## src/rtl/led_blink_sched.sv

```systemverilog
// Round-robin scheduler that shares one LED between NSRC trigger sources.
// Each latched trigger is shown as (index+1) blinks followed by a dark gap.
module led_blink_sched #(
  parameter int NSRC    = 4,
  parameter int SW      = 2,
  parameter int CW      = 25,
  parameter int ON_CNT  = 4000000,
  parameter int OFF_CNT = 4000000,
  parameter int GAP_CNT = 16000000
) (
  input  logic            clk,
  input  logic            rst,
  input  logic [NSRC-1:0] trig,
  input  logic            enable,
  output logic            led_out,
  output logic            busy,
  output logic [SW-1:0]   cur_src,
  output logic [NSRC-1:0] pend
);

  typedef enum logic [1:0] {
    IDLE = 2'd0,
    ON   = 2'd1,
    OFF  = 2'd2,
    GAP  = 2'd3
  } state_t;

  localparam int BW = SW + 1;
  localparam logic [CW-1:0] ON_LOAD  = CW'(ON_CNT - 1);
  localparam logic [CW-1:0] OFF_LOAD = CW'(OFF_CNT - 1);
  localparam logic [CW-1:0] GAP_LOAD = CW'(GAP_CNT - 1);

  state_t          state_q, state_d;
  logic            led_q, led_d;
  logic [SW-1:0]   cur_src_q, cur_src_d;
  logic [SW-1:0]   last_src_q, last_src_d;
  logic [BW-1:0]   blink_q, blink_d;
  logic [CW-1:0]   phase_q, phase_d;
  logic [NSRC-1:0] pend_q, pend_d;
  logic [NSRC-1:0] trig_d_q;

  logic [NSRC-1:0] rise;
  logic [NSRC-1:0] clr;
  logic            grant_vld;
  logic [SW-1:0]   grant_idx;
  logic [SW-1:0]   scan_idx;

  // Scan from the farthest offset down so the nearest pending source after
  // last_src is the one left in grant_idx.
  always_comb begin
    grant_vld = 1'b0;
    grant_idx = '0;
    scan_idx  = '0;
    for (int off = NSRC; off >= 1; off--) begin
      scan_idx = SW'((int'(last_src_q) + off) % NSRC);
      if (pend_q[scan_idx]) begin
        grant_vld = 1'b1;
        grant_idx = scan_idx;
      end
    end
  end

  always_comb begin
    rise       = trig & ~trig_d_q;
    state_d    = state_q;
    led_d      = led_q;
    cur_src_d  = cur_src_q;
    last_src_d = last_src_q;
    blink_d    = blink_q;
    phase_d    = phase_q;
    clr        = '0;
    case (state_q)
      IDLE: begin
        if (enable && grant_vld) begin
          state_d    = ON;
          led_d      = 1'b1;
          cur_src_d  = grant_idx;
          last_src_d = grant_idx;
          clr        = NSRC'(1) << grant_idx;
          blink_d    = BW'(grant_idx) + BW'(1);
          phase_d    = ON_LOAD;
        end
      end
      ON: begin
        if (phase_q == '0) begin
          state_d = OFF;
          led_d   = 1'b0;
          phase_d = OFF_LOAD;
          blink_d = blink_q - BW'(1);
        end else begin
          phase_d = phase_q - CW'(1);
        end
      end
      OFF: begin
        if (phase_q == '0) begin
          if (blink_q != '0) begin
            state_d = ON;
            led_d   = 1'b1;
            phase_d = ON_LOAD;
          end else begin
            state_d = GAP;
            phase_d = GAP_LOAD;
          end
        end else begin
          phase_d = phase_q - CW'(1);
        end
      end
      GAP: begin
        if (phase_q == '0) begin
          state_d = IDLE;
        end else begin
          phase_d = phase_q - CW'(1);
        end
      end
      default: begin
        state_d = IDLE;
        led_d   = 1'b0;
      end
    endcase
    // A fresh rise wins over the grant clearing the same bit.
    pend_d = (pend_q & ~clr) | rise;
  end

  // trig_d follows trig during reset so release never looks like an edge.
  always_ff @(posedge clk) begin
    if (rst) begin
      state_q    <= IDLE;
      led_q      <= 1'b0;
      cur_src_q  <= '0;
      last_src_q <= SW'(NSRC - 1);
      blink_q    <= '0;
      phase_q    <= '0;
      pend_q     <= '0;
      trig_d_q   <= trig;
    end else begin
      state_q    <= state_d;
      led_q      <= led_d;
      cur_src_q  <= cur_src_d;
      last_src_q <= last_src_d;
      blink_q    <= blink_d;
      phase_q    <= phase_d;
      pend_q     <= pend_d;
      trig_d_q   <= trig;
    end
  end

  assign led_out = led_q;
  assign busy    = (state_q != IDLE);
  assign cur_src = cur_src_q;
  assign pend    = pend_q;

endmodule

```

## config.mk

```make
export PLATFORM = sky130hd
export DESIGN_NAME = led_blink_sched
export DESIGN_NICKNAME = d
export VERILOG_FILES = /design/src/rtl/led_blink_sched.sv
export SDC_FILE = /design/constraint.sdc
export NUM_CORES = 1
export LEC_CHECK = 0
export BUFFER_PORTS_ARGS = -buffer_cell sky130_fd_sc_hd__buf_2
export CAP_MARGIN = 30
export CORE_MARGIN = 2
export CORE_UTILIZATION = 58
export CTS_CLUSTER_DIAMETER = 100
export DETAILED_ROUTE_END_ITERATION = 12
export PLACE_DENSITY_LB_ADDON = 0.3
export SETUP_SLACK_MARGIN = 0.1
export SKIP_CTS_REPAIR_TIMING = 1
export SLEW_MARGIN = 10
export SYNTH_ARGS = -nofsm -noshare
export SYNTH_HDL_FRONTEND = slang
export SYNTH_SLANG_ARGS = --single-unit
export TNS_END_PERCENT = 5
```

## constraint.sdc

```tcl
create_clock -name clk -period 5.3 [get_ports clk]
set_input_delay 0.265 -clock clk [delete_from_list [all_inputs] [get_ports clk]]
set_output_delay 0.265 -clock clk [all_outputs]
set_load 0.01 [all_outputs]
```

# Yosys cells after proc, flatten, opt, wreduce, memory -nomap -nowiden
# Cells that the tools add are included.
[classes]
add_sub_neg = 7
mul = 0
div_mod_pow = 0
order_cmp = 4
n_eq_ne = 9
n_shift = 1
muxes = 38
n_bitwise = 5
n_reduce_logical = 12
[ops]
columns = ["op", "count"]
rows = [
  ["25-bit two-way mux", 4],
  ["25-bit one-hot mux with 4 select lines", 1],
  ["25-bit logical NOT", 1],
  ["25-bit by 1-bit subtractor with 25-bit output, second input constant", 1],
  ["24-bit two-way mux", 1],
  ["2-bit two-way mux", 9],
  ["2-bit by 3-bit < comparator with 1-bit output, second input constant", 4],
  ["1-bit two-way mux", 12],
  ["2-bit inequality test, second input constant", 6],
  ["4-bit bitwise AND", 2],
  ["1-bit binary-select mux with 2-bit select", 4],
  ["4-bit two-way mux", 2],
  ["4-bit inverter", 2],
  ["2-bit one-hot mux with 4 select lines", 1],
  ["3-bit two-way mux", 2],
  ["3-bit one-hot mux with 2 select lines", 1],
  ["3-bit nonzero test", 2],
  ["5-bit AND reduction", 1],
  ["2-bit by 1-bit adder with 2-bit output, second input constant", 2],
  ["2-bit adder, second input constant", 2],
  ["2-bit equality test, second input constant", 2],
  ["4-bit OR", 1],
  ["2-bit AND reduction", 2],
  ["4-bit AND reduction", 1],
  ["other kinds (9)", 10],
]
[totals]
reg_bits = 43
latch_bits = 0
ram_bits = 0
romBits = 0
inputBits = 7
output_inout_bits = 8
word_cells = 84
n_memories = 0

# Depth between registers and ports, before layout
[depth]
ltp_word = 13
ltp_mapped = 8
ltp_nobuf = 8

# Worst setup path before layout
# No wires, ideal clock.
[synth_timing]
kind = "reg-to-reg"
startpoint = "register phase_q[0]"
endpoint = "register phase_q[22]"
setup_ns = 0.117
arrival_time_ns = 2.530
t_required_ns = 5.183
setup_slack_ns = 2.652
stages_incl_launch_ff = 9
path_buffers = 0
synth_period_minus_slack_ns = 2.648
path_cell_list = "dfxtp_1 -> inv_1 -> ha_1 -> or4b_2 -> or4_4 -> nor4b_4 -> a21oi_1 -> a21o_1 -> a32o_1"
[synth_via]
elab_chain_cells = 3
elab_cells_between_ends = 8
cone_classes = "add/sub (1); eq/ne (1); mux (4); reduce/logical (2)"
[synth_lines]
columns = ["element", "line_no", "text"]
rows = [
  ["from (decl)", "38", "logic [CW-1:0] phase_q, phase_d;"],
  ["from (signal assigned)", "141", "phase_q <= phase_d;"],
  ["25-bit by 1-bit subtractor with 25-bit output / 25-bit logical NOT (equally long branches)", "n/a", ""],
  ["25-bit two-way mux (tied with other cells)", "109", "if (phase_q == '0) begin"],
  ["25-bit one-hot mux with 4 select lines / 2-bit AND reduction (equally long branches)", "n/a", ""],
]
# Several ways; a longest one is shown, not always the timed one. The select of a mux whose other input is x is not followed.
# A chain may end at the register's enable or synchronous reset.

# Final worst setup path
[layout_timing]
startpoint = "register state_q[1]"
endpoint = "register phase_q[20]"
[layout_via]
elab_chain_cells = 3
elab_cells_between_ends = 8
cone_classes = "eq/ne (5); mux (1); reduce/logical (2)"
[layout_lines]
columns = ["element", "line_no", "text"]
rows = [
  ["from (decl)", "33", "state_t state_q, state_d;"],
  ["from (signal assigned)", "136", "state_q <= state_d;"],
  ["2-bit equality test / 2-bit logical NOT (equally long branches)", "72", "case (state_q)"],
  ["2-bit inequality test (no line)", "n/a", ""],
  ["2-bit AND reduction (no line)", "n/a", ""],
]
# Several ways; a longest one is shown, not always the timed one.

==> results by group <==
Status
  • Status: complete, no violations

Floorplan
  • Core area: 4000 um2
  • Area of the die: 4684 um2
  • Chip Width: 68.44 um
  • Starting Density: 60.21%
  • Cell row count: 23
  • Die height: 68.44 um
  • I/O pin count: 15

Timing
  • Post-route setup slack: 2.031 ns
  • Tmin final: 3.269 ns
  • Slew HR: 35.60%
  • Hold_ws: 0.07406 ns
  • RSZ-0062 raised after global routing: false
  • Hold Fails Final Rpt: 0
  • Tcrit/Tclk final: 61.67%
  • Fin. max-slew vios: 0
  • Max Clock Skew: 0.004474 ns
  • Setup TNS: 0 ns
  • Final Setup Violations: 0
  • Slew @ Worst Pin: 0.9646 ns
  • Fmax: 305.9 MHz

GRT
  • Antenna violations before repair: 0
  • Largest net degree at the start of global routing: 33
  • Total GRT Usage: 26.63%
  • Number of global-route vias before repair: 2049
  • First-pass GRT wire length: 9.384 mm
  • Grt total ovfl: 0

Detailed routing
  • Initial DRC Count: 223
  • Vias per cell: 6.420
  • Wirelength, routed: 5.687 mm
  • Detail Route Antenna Nets: 0
  • Wire per inst: 16.25 um
  • DRC viols: 0
  • Pre-antenna DRT Iters: 5
  • Vias: 2247

Power
  • VDD IR max: 184.1 uV
  • Total power: 0.9143 mW
  • P_leak: 0.9487 nW
  • Power Density: 349.6 nW/um2

Worst setup path
  • CP top delay family: simple AND/OR/NAND/NOR gates
  • Crit-path cells: nor2_1 -> and2_0 -> a21o_1 -> or4_2 -> a32o_1
  • Crit-path max FO: 30
  • Worst setup EP type: register
  • Worst Path Required: 5.49 ns
  • CP arrival: 3.46 ns
  • Largest stage delay, worst path: 0.96 ns
  • WS Path Type: reg -> reg
  • CP Buf/Inv Count: 0
  • Startpoint Class: register
  • CP max-delay cell: dfxtp_1

Logic synthesis
  • Post-Syn Instances: 287
  • Synth cell types: 59
  • Netlist Area Pre-Place: 2409 um2
  • Synth warnings: 0
  • Top post-synthesis cells by count: dfxtp_1 (43), nor2_1 (37), a21oi_1 (20), nand2_1 (18), o21ai_0 (18)
  • Seq/Total Area, Yosys: 35.74%
  • Number of enable flip-flop cells after synthesis: 0
  • Mean area per synthesized cell: 8.392 um2
  • Most frequent cell after synthesis: dfxtp_1
  • Top FF cell, synth: dfxtp_1
  • Synth area leader: dfxtp_1
  • Flops & latches, synth: 43
  • Ranking of synthesized cells by area: dfxtp_1 (36%), nor2_1 (5.8%), a21oi_1 (4.2%)
  • Syn_nets: 302
  • Share of the synthesized area in the top cell type: 35.74%
  • Asr flop ratio synth: 0%

Finish
  • Finished Cell Area: 2615 um2
  • Fraction of final layout cells sized beyond drive strength 1: 15.33%
  • Util after Layout: 65.37%
  • Layout area overhead: 8.572%
  • N_diodes: 0
  • Nets: 314
  • Final non-filler cell total: 350

Clock network
  • Clock Latency Late Sink: 0.30 ns
  • Num CTS Buffers: 5
  • CTS root buf: clkbuf_8
  • Max Root-Sink Buffers: 2
  • CTS tree: built
  • CTS clock-pin slew for the worst setup and hold paths: 0.08 ns
  • TritonCTS Sinks: 43
  • H-Tree Level Count: 2

Worst hold path
  • Worst min path class: in -> reg

Place
  • DP Area: 2487 um2
  • Port bufs: 14
  • HPWL after DPL: 4.015 mm
  • Placed insts: 340
  • Routability cong.: 0.9082
  • Place WS: 2.164 ns

Job
  • Max cap viols: 0
[area by class of cell]
type,count,area [um2]
sequential,43,860.8
timing repair buffer,17,87.58
fill,329,1385
tap,50,62.56
clock inverter,2,35.03
clock buffer,6,82.58
multi-input combinational,222,1449
inverter,10,37.54
[cell families after synthesis]
| family | count (synthesis) | share of synthesized area, % |
|---|---|---|
| adders and majority gates | 9 | 4.624 |
| buffers and inverters | 22 | 4.104 |
| AOI/OAI and AO/OA | 87 | 24.99 |
| DFF | 43 | 35.74 |
| muxes | 1 | 0.4675 |
| and+or+nand+nor | 116 | 26.81 |
| xor gates and xnor gates | 9 | 3.273 |
[final timing paths]
path	startpoint	end	slack [ns]	cells past startpoint
setup / recovery	state_q[1]	phase_q[20]	2.03	5
hold / removal	trig[2]	trig_d_q[2]	0.07	1
setup reg to reg	state_q[1]	phase_q[20]	2.03	5
hold reg to reg	cur_src[1]	cur_src[1]	0.46	2
[power breakdown]
group | total [mW] | switching [mW] | internal (mW)
Combinational | 0.253 | 0.154 | 0.0987
Sequential | 0.397 | 0.0391 | 0.358
Clock | 0.264 | 0.112 | 0.152
[layer usage]
metal,global-route usage (%),up-vias,wire length (um)
li1,-,1092,-
met1,36.78,1044,2730
met2,40.75,95,2505
met3,5.921,16,358
met4,9.000,0,92
met5,0,-,0
[registers in the layout, summed over array words and instances, names as in the netlist]
register / cells
blink_q: 3
cur_src: 2
last_src_q: 2
led_out: 1
pend: 4
phase_q: 25
state_q: 2
trig_d_q: 4
[cell usage in the layout (no fill, tap or decap), types with 2 or more instances in the layout]
cell / count
nand3_1: 7
o22ai_1: 2
a32o_1: 3
o41ai_1: 2
nand2_1: 18
a211oi_1: 9
a31oi_1: 8
buf_2: 14
nor3_1: 8
or2_2: 3
nor2b_1: 6
and3_1: 2
nand2b_1: 5
and2_1: 2
or3_1: 6
or3_4: 2
o31ai_1: 2
a21o_1: 3
a2111oi_0: 4
or4_4: 2
nand4b_1: 2
xnor2_1: 9
clkbuf_2: 2
nor2_1: 37
o21ai_0: 18
or3_2: 2
clkbuf_8: 6
inv_1: 10
ha_1: 8
a21oi_1: 20
dfxtp_1: 43
a311oi_1: 2
or4_2: 2
o21a_1: 2
nor4_1: 3
[worst register-to-register path: cells and delay by family, from the launching register on]
family | cells | cell delay [ns]
AOI/OAI and AO/OA | 2 | 0.71
DFF | 1 | 0.96
and+or+nand+nor | 3 | 1.50
No activity file was read; power rests on OpenSTA's default activity.
